==> src/rtl/fht_pkg.sv <==
// Shared sizing defaults, the twiddle-product rounding offset and saturation bounds
// used by the FHT butterfly pipeline and its saturation stage.
package fht_pkg;

   localparam int D_SIZE_DEF = 16;
   localparam int W_SIZE_DEF = 16;

   typedef enum logic {
      MODE_UNSCALED = 1'b0,
      MODE_SCALED   = 1'b1
   } scale_mode_t;

   // Half an LSB of the Q1.(w-1) product, added before the truncating shift
   function automatic longint round_offset(input int w);
      return longint'(1) <<< (w - 2);
   endfunction

   function automatic longint sat_max(input int d);
      return (longint'(1) <<< (d - 1)) - 1;
   endfunction

   function automatic longint sat_min(input int d);
      return -(longint'(1) <<< (d - 1));
   endfunction

endpackage

==> src/rtl/fht_but_pipe_if.sv <==
// Sample stream into and out of the FHT butterfly: operands, twiddles, mode bit,
// valid/ready handshake on both sides and the saturated results.
interface fht_but_pipe_if
   import fht_pkg::*;
#(
   parameter int D_SIZE = D_SIZE_DEF,
   parameter int W_SIZE = W_SIZE_DEF
);

   logic                     iVALID;
   logic                     oREADY;
   logic signed [D_SIZE-1:0] iX_0;
   logic signed [D_SIZE-1:0] iX_1;
   logic signed [D_SIZE-1:0] iX_2;
   logic signed [W_SIZE-1:0] iSIN;
   logic signed [W_SIZE-1:0] iCOS;
   logic                     iSCALE;
   logic                     oVALID;
   logic                     iREADY;
   logic signed [D_SIZE-1:0] oY_0;
   logic signed [D_SIZE-1:0] oY_1;
   logic                     oOVF;

   modport slave (
      input  iVALID, iX_0, iX_1, iX_2, iSIN, iCOS, iSCALE, iREADY,
      output oREADY, oVALID, oY_0, oY_1, oOVF
   );

   modport master (
      output iVALID, iX_0, iX_1, iX_2, iSIN, iCOS, iSCALE, iREADY,
      input  oREADY, oVALID, oY_0, oY_1, oOVF
   );

endinterface

==> src/rtl/fht_sat.sv <==
// Optional round-half-up halving of a wide butterfly sum, then clipping to an
// OW-bit signed result with a flag that reports the clip.
module fht_sat
   import fht_pkg::*;
#(
   parameter int IW = 19,
   parameter int OW = 16
) (
   input  logic signed [IW-1:0] a,
   input  logic                 halve,
   output logic signed [OW-1:0] y,
   output logic                 clip
);

   localparam int EW = IW + 1;
   localparam logic signed [EW-1:0] HI = EW'(sat_max(OW));
   localparam logic signed [EW-1:0] LO = EW'(sat_min(OW));

   logic signed [EW-1:0] ax;
   logic signed [EW-1:0] h;

   assign ax = EW'(a);

   // One extra bit keeps the +1 of the rounding from wrapping before the shift
   always_comb begin
      h    = ax;
      y    = '0;
      clip = 1'b0;
      if (halve) begin
         h = (ax + EW'(1)) >>> 1;
      end
      if (h > HI) begin
         y    = OW'(HI);
         clip = 1'b1;
      end else if (h < LO) begin
         y    = OW'(LO);
         clip = 1'b1;
      end else begin
         y    = OW'(h);
      end
   end

endmodule

==> src/rtl/fht_but_pipe.sv <==
// Three-stage FHT butterfly: twiddle products, rounded sum, then add/subtract with
// optional halving and saturation, under a single stall-everything enable.
module fht_but_pipe
   import fht_pkg::*;
#(
   parameter int D_SIZE = D_SIZE_DEF,
   parameter int W_SIZE = W_SIZE_DEF
) (
   input logic            iCLK,
   input logic            iRESET,
   fht_but_pipe_if.slave  bus
);

   localparam int PW = D_SIZE + W_SIZE;
   localparam int SW = PW + 1;
   localparam int TW = D_SIZE + 2;
   localparam int AW = D_SIZE + 3;
   localparam logic signed [SW-1:0] RND = SW'(round_offset(W_SIZE));

   logic en;

   logic                     v1;
   logic signed [PW-1:0]     c1;
   logic signed [PW-1:0]     s1;
   logic signed [D_SIZE-1:0] x0_1;
   scale_mode_t              m1;

   logic                     v2;
   logic signed [TW-1:0]     t2;
   logic signed [D_SIZE-1:0] x0_2;
   scale_mode_t              m2;

   logic signed [SW-1:0]     sum2;
   logic signed [AW-1:0]     a0;
   logic signed [AW-1:0]     a1;
   logic signed [D_SIZE-1:0] y0n;
   logic signed [D_SIZE-1:0] y1n;
   logic                     clip0;
   logic                     clip1;

   // The whole pipe freezes only when a finished sample is waiting on downstream
   assign en         = !bus.oVALID || bus.iREADY;
   assign bus.oREADY = en;

   // Products are kept at full width so a -1.0 twiddle stays exact
   always_ff @(posedge iCLK) begin
      if (!iRESET) begin
         v1   <= 1'b0;
         c1   <= '0;
         s1   <= '0;
         x0_1 <= '0;
         m1   <= MODE_UNSCALED;
      end else if (en) begin
         v1 <= bus.iVALID;
         if (bus.iVALID) begin
            c1   <= PW'(bus.iCOS) * PW'(bus.iX_1);
            s1   <= PW'(bus.iSIN) * PW'(bus.iX_2);
            x0_1 <= bus.iX_0;
            m1   <= scale_mode_t'(bus.iSCALE);
         end
      end
   end

   assign sum2 = SW'(c1) + SW'(s1) + RND;

   always_ff @(posedge iCLK) begin
      if (!iRESET) begin
         v2   <= 1'b0;
         t2   <= '0;
         x0_2 <= '0;
         m2   <= MODE_UNSCALED;
      end else if (en) begin
         v2 <= v1;
         if (v1) begin
            t2   <= TW'(sum2 >>> (W_SIZE - 1));
            x0_2 <= x0_1;
            m2   <= m1;
         end
      end
   end

   assign a0 = AW'(x0_2) + AW'(t2);
   assign a1 = AW'(x0_2) - AW'(t2);

   fht_sat #(.IW(AW), .OW(D_SIZE)) u_sat0 (
      .a     (a0),
      .halve (m2 == MODE_SCALED),
      .y     (y0n),
      .clip  (clip0)
   );

   fht_sat #(.IW(AW), .OW(D_SIZE)) u_sat1 (
      .a     (a1),
      .halve (m2 == MODE_SCALED),
      .y     (y1n),
      .clip  (clip1)
   );

   always_ff @(posedge iCLK) begin
      if (!iRESET) begin
         bus.oVALID <= 1'b0;
         bus.oY_0   <= '0;
         bus.oY_1   <= '0;
         bus.oOVF   <= 1'b0;
      end else if (en) begin
         bus.oVALID <= v2;
         if (v2) begin
            bus.oY_0 <= y0n;
            bus.oY_1 <= y1n;
            bus.oOVF <= clip0 || clip1;
         end
      end
   end

endmodule

==> src/flat_wrapper.sv <==
// flat-port wrapper written by rule: the top's interface ports become plain ports
module fht_but_pipe_flat import fht_pkg::*;
#(
   parameter int D_SIZE = D_SIZE_DEF,
   parameter int W_SIZE = W_SIZE_DEF
)
  (iCLK, iRESET, bus_iVALID, bus_iX_0, bus_iX_1, bus_iX_2, bus_iSIN, bus_iCOS, bus_iSCALE, bus_iREADY, bus_oREADY, bus_oVALID, bus_oY_0, bus_oY_1, bus_oOVF);
  fht_but_pipe_if #(.D_SIZE(D_SIZE), .W_SIZE(W_SIZE)) bus_i ();
  input logic iCLK;
  input logic iRESET;
  input wire logic [$bits(bus_i.iVALID)-1:0] bus_iVALID;
  input wire logic [$bits(bus_i.iX_0)-1:0] bus_iX_0;
  input wire logic [$bits(bus_i.iX_1)-1:0] bus_iX_1;
  input wire logic [$bits(bus_i.iX_2)-1:0] bus_iX_2;
  input wire logic [$bits(bus_i.iSIN)-1:0] bus_iSIN;
  input wire logic [$bits(bus_i.iCOS)-1:0] bus_iCOS;
  input wire logic [$bits(bus_i.iSCALE)-1:0] bus_iSCALE;
  input wire logic [$bits(bus_i.iREADY)-1:0] bus_iREADY;
  output wire logic [$bits(bus_i.oREADY)-1:0] bus_oREADY;
  output wire logic [$bits(bus_i.oVALID)-1:0] bus_oVALID;
  output wire logic [$bits(bus_i.oY_0)-1:0] bus_oY_0;
  output wire logic [$bits(bus_i.oY_1)-1:0] bus_oY_1;
  output wire logic [$bits(bus_i.oOVF)-1:0] bus_oOVF;
  assign bus_i.iVALID = bus_iVALID;
  assign bus_i.iX_0 = bus_iX_0;
  assign bus_i.iX_1 = bus_iX_1;
  assign bus_i.iX_2 = bus_iX_2;
  assign bus_i.iSIN = bus_iSIN;
  assign bus_i.iCOS = bus_iCOS;
  assign bus_i.iSCALE = bus_iSCALE;
  assign bus_i.iREADY = bus_iREADY;
  assign bus_oREADY = bus_i.oREADY;
  assign bus_oVALID = bus_i.oVALID;
  assign bus_oY_0 = bus_i.oY_0;
  assign bus_oY_1 = bus_i.oY_1;
  assign bus_oOVF = bus_i.oOVF;
  fht_but_pipe #(.D_SIZE(D_SIZE), .W_SIZE(W_SIZE)) u_core (.iCLK(iCLK), .iRESET(iRESET), .bus(bus_i));
endmodule
==> config.mk <==
export PLATFORM = sky130hd
export DESIGN_NAME = fht_but_pipe_flat
export DESIGN_NICKNAME = d
export VERILOG_FILES = /design/src/rtl/fht_pkg.sv /design/src/rtl/fht_but_pipe_if.sv /design/src/rtl/fht_sat.sv /design/src/rtl/fht_but_pipe.sv /design/src/flat_wrapper.sv
export SDC_FILE = /design/constraint.sdc
export NUM_CORES = 2
export LEC_CHECK = 0
export ABC_AREA = 1
export ABC_CLOCK_PERIOD_IN_PS = 21500
export CORE_ASPECT_RATIO = 1.75
export CORE_MARGIN = 2
export CORE_UTILIZATION = 25
export CTS_CLUSTER_DIAMETER = 150
export DETAILED_ROUTE_END_ITERATION = 10
export PLACE_DENSITY = 0.45
export RECOVER_POWER = 25
export SETUP_SLACK_MARGIN = 0.05
export SYNTH_ARGS = -nofsm -noshare
export SYNTH_HDL_FRONTEND = slang
export SYNTH_SLANG_ARGS = --single-unit
==> constraint.sdc <==
create_clock -name iCLK -period 21.5 [get_ports iCLK]
set_input_delay 4.3 -clock iCLK [delete_from_list [all_inputs] [get_ports iCLK]]
set_output_delay 4.3 -clock iCLK [all_outputs]
set_load 0.02 [all_outputs]
==> results.txt <==
----------------------------------------------------
[Outcome]
  Result of the run ... finished, violations left
  Violations in the final reports ... max-capacitance violations, max-slew violations

[STA]
  Final count of hold timing violations ... 0
  Slew at the pin closest to its max-slew limit ... 2.92 ns
  Final Max Tran Viols ... 154
  Worst clock skew ... 0.0198 ns
  Highest clock rate ... 0.0942 GHz
  Min cycle time layout ... 10.62 ns
  Slew HR ... -94.5%
  Total Negative Setup Slacks ... 0 ns
  Final setup violation count ... 0
  RSZ-0062 raised after global routing ... false
  Final clock period utilization by the worst path ... 49.4%

[Setup path]
  Worst reg2reg startpoint ... u_core.x0_2[0]$_SDFFE_PN0P_
  Critical path launch point type ... primary input
  Required time worst endpoint ... 21.86 ns
  Type of element capturing the critical path ... register
  FF-to-FF End ... u_core.bus.oOVF$_SDFFE_PN0P_
  Category of the critical setup timing path ... in -> reg
  FF-to-FF path depth ... 23
  Largest fanout of any net on the critical path ... 16
  Critical path arrival ... 10.98 ns
  Reg-to-reg setup timing slack ... 17.29 ns

[CTS]
  Hold buffers post-CTS ... 0
  TritonCTS clock tree ... done
  Max Root-Sink Buffers ... 2
  Clock latency on the worst-skew pair ... 0.47 ns
  Number of clock buffers inserted by TritonCTS ... 17
  Number of cells upsized or downsized after cts ... 0
  Clock edge transition at the registers on the reported setup and hold paths ... 0.08 ns
  Depth of the CTS H-tree ... 4
  Post-CTS repair timing setup buffer count ... 0
  Root cell of the clock tree ... sky130_fd_sc_hd__clkbuf_16
  Total clock sinks ... 152

[Routing]
  Total routed wirelength ... 96200 um
  Number of remaining DRC errors ... 0
  Antenna-violating nets left ... 0
  Initial DRC Count ... 1211
  Detail-routed net length per standard cell ... 16.4 um
  Vias per std cell ... 4.36
  Total number of vias ... 25700
  Detailed Routing Iterations Pass 1 ... 8

[GRT]
  Number of antenna violations at the first check in global routing ... 6
  Vias in the first global route ... 28100
  Maximum number of pins on one net before global-route repair ... 74
  Congestion Overflow GR ... 0
  Global routing usage summed across all routing layers ... 15.4%
  Wire length of the first global-routing pass ... 154000 um

[Finish]
  Area delta synth->final ... 10.4%
  Filler cell count ... 13800
  Share of layout cells above drive strength 1 ... 3.71%
  Net count reported at finish ... 5096

[Worst hold path]
  Hold Crit Start ... u_core.bus.oY_0[15]$_SDFFE_PN0P_
  Hold Crit Endpoint ... u_core.bus.oY_0[15]$_SDFFE_PN0P_
  Hold Path Depth ... 2
  Class of the worst hold path ... reg -> reg

[Floorplan]
  Total core area ... 0.124 mm2
  Number of top-level design ports ... 120
  DIE WIDTH ... 271 um
  Starting utilization of the core area ... 25.2%
  Die outline height ... 472 um
  Area of the die ... 0.128 mm2
  Std-Cell Rows ... 171

[Yosys]
  Unique masters post-synth ... 55
  Mapped Cells ... 4247
  Syn Area/Cell ... 7.36 um2
  Number of enable flip-flop cells after synthesis ... 0
  Count of synthesis-stage warnings from yosys ... 0
  Post-synthesis net count ... 5121
  Flops & latches, synth ... 152
  Sequential share of the synthesized area ... 9.74%
  Async set or reset register ratio after synthesis ... 0%
  Dominant register cell in the synthesized netlist ... sky130_fd_sc_hd__dfxtp_1
  Netlist Area Pre-Place ... 0.0312 mm2

[Placement]
  Routability congestion estimate from global placement ... 0.907
  Half-perimeter wire length after placement ... 81000 um
  Number of port buffers ... 119

[Job]
  Max-Cap Viols ... 3

----------------------------------------------------
==> layout make-up <==
type	count	area, um2	area share [%]
inverters	1086	4080	11.8
clock buffers	17	425	1.23
multi-input cells	2829	23400	67.8
diodes	3	7.51	0.0218
repair buffers	136	1310	3.78
flip-flops and latches	152	3040	8.82
clock inverters	15	200	0.580
well taps	1643	2060	5.96
==> worst max-delay path, cell delays in order <==
cell and delay (ns):
sky130_fd_sc_hd__clkdlybuf4s50_1 0.95, sky130_fd_sc_hd__nand2_1 0.20, sky130_fd_sc_hd__inv_1 0.18, sky130_fd_sc_hd__fa_1 0.55, sky130_fd_sc_hd__fa_1 0.95, sky130_fd_sc_hd__fa_1 0.54
sky130_fd_sc_hd__fa_1 0.50, sky130_fd_sc_hd__fa_1 0.49, sky130_fd_sc_hd__inv_1 0.05, sky130_fd_sc_hd__fa_1 0.47, sky130_fd_sc_hd__inv_1 0.04, sky130_fd_sc_hd__ha_1 0.33
sky130_fd_sc_hd__nand2_1 0.14, sky130_fd_sc_hd__nor4_1 0.38, sky130_fd_sc_hd__nand3_1 0.12, sky130_fd_sc_hd__nand3_1 0.14, sky130_fd_sc_hd__nand3_1 0.08, sky130_fd_sc_hd__nand2_1 0.10
sky130_fd_sc_hd__a31oi_1 0.10, sky130_fd_sc_hd__nand2_1 0.07, sky130_fd_sc_hd__nand2_1 0.05, sky130_fd_sc_hd__o221ai_1 0.17, sky130_fd_sc_hd__inv_1 0.07
==> worst max path at each step <==
stage | start | to | slack, ns | cells past startpoint
2_1_floorplan | bus_iX_2[6] | u_core.s1[31]$_SDFFE_PN0P_ | 11.64 | 23
3_3_place_gp | bus_iX_1[1] | u_core.c1[29]$_SDFFE_PN0P_ | 10.35 | 23
3_5_place_dp | bus_iX_1[1] | u_core.c1[29]$_SDFFE_PN0P_ | 10.38 | 23
4_1_cts | bus_iX_1[1] | u_core.c1[29]$_SDFFE_PN0P_ | 10.88 | 23
5_1_grt | bus_iX_1[1] | u_core.c1[29]$_SDFFE_PN0P_ | 10.47 | 23
6_report | bus_iX_1[1] | u_core.c1[29]$_SDFFE_PN0P_ | 10.88 | 23
==> metal layers <==
metal	wire, um	global-route usage, %	vias to the layer above
met5	36	0	-
li1	-	-	12500
met2	55700	32.0	377
met3	2000	1.07	134
met4	3240	5.20	6
met1	35200	15.8	12600
==> sequential cells by signal, summed over array words and instances, names as in the netlist, 16 cells and up <==
signal,count
u_core.bus.oY_1,16
u_core.s1,32
u_core.x0_1,16
u_core.c1,32
u_core.x0_2,16
u_core.bus.oY_0,16
u_core.t2,18
==> metrics by stage <==
| step | utilization [%] | hold slack [ns] | setup slack, ns | area [um2] | cells |
|---|---|---|---|---|---|
| after floorplan | - | 0.444 | 11.64 | 31200 | 4247 |
| after global placement | 27.3 | 0.454 | 10.35 | 33900 | 5846 |
| after detailed placement | 27.3 | 0.463 | 10.38 | 33900 | 5846 |
| after CTS | 27.8 | 0.476 | 10.88 | 34500 | 5878 |
| after global routing | 27.8 | 0.493 | 10.47 | 34500 | 5878 |
| final | 27.8 | 0.474 | 10.88 | 34500 | 5881 |
==> synthesized netlist by cell type, drive strengths merged, types with 11 or more instances <==
library cell	n	area [um2]
nand4	25	163
xor2	51	465
nor3	23	125
buf	21	154
xnor2	33	289
clkbuf	159	597
fa	526	10500
or2	13	81.3
nor2	338	1320
o21ai	210	1060
o211ai	12	90.1
inv	1081	4060
nand2	931	3580
o21bai	11	105
a21oi	209	1170
ha	263	3290
nand3	122	646
dfxtp	152	3040
==> cells in the final DEF, fill, tap and decap left out, drive strengths merged, types with 20 or more instances in the layout <==
cell type,count
dfxtp,152
xnor2,33
a21oi,209
clkdlybuf4s50,113
fa,526
ha,263
o21ai,210
nand4,25
nand3,122
inv,1089
nor2,338
nor3,23
nand2,931
xor2,51
clkbuf,20
==> kinds of logic after synthesis <==
family / synth area share, %
AOI/OAI and AO/OA: 9.05
xor gates and xnor gates: 2.42
adders and majority gates: 44.2
buffers and inverters: 15.5
DFF: 9.74
and+or+nand+nor: 19.1
Power is not shown: default switching activity piles up to over one toggle a cycle in this logic, so the estimate is an artifact.
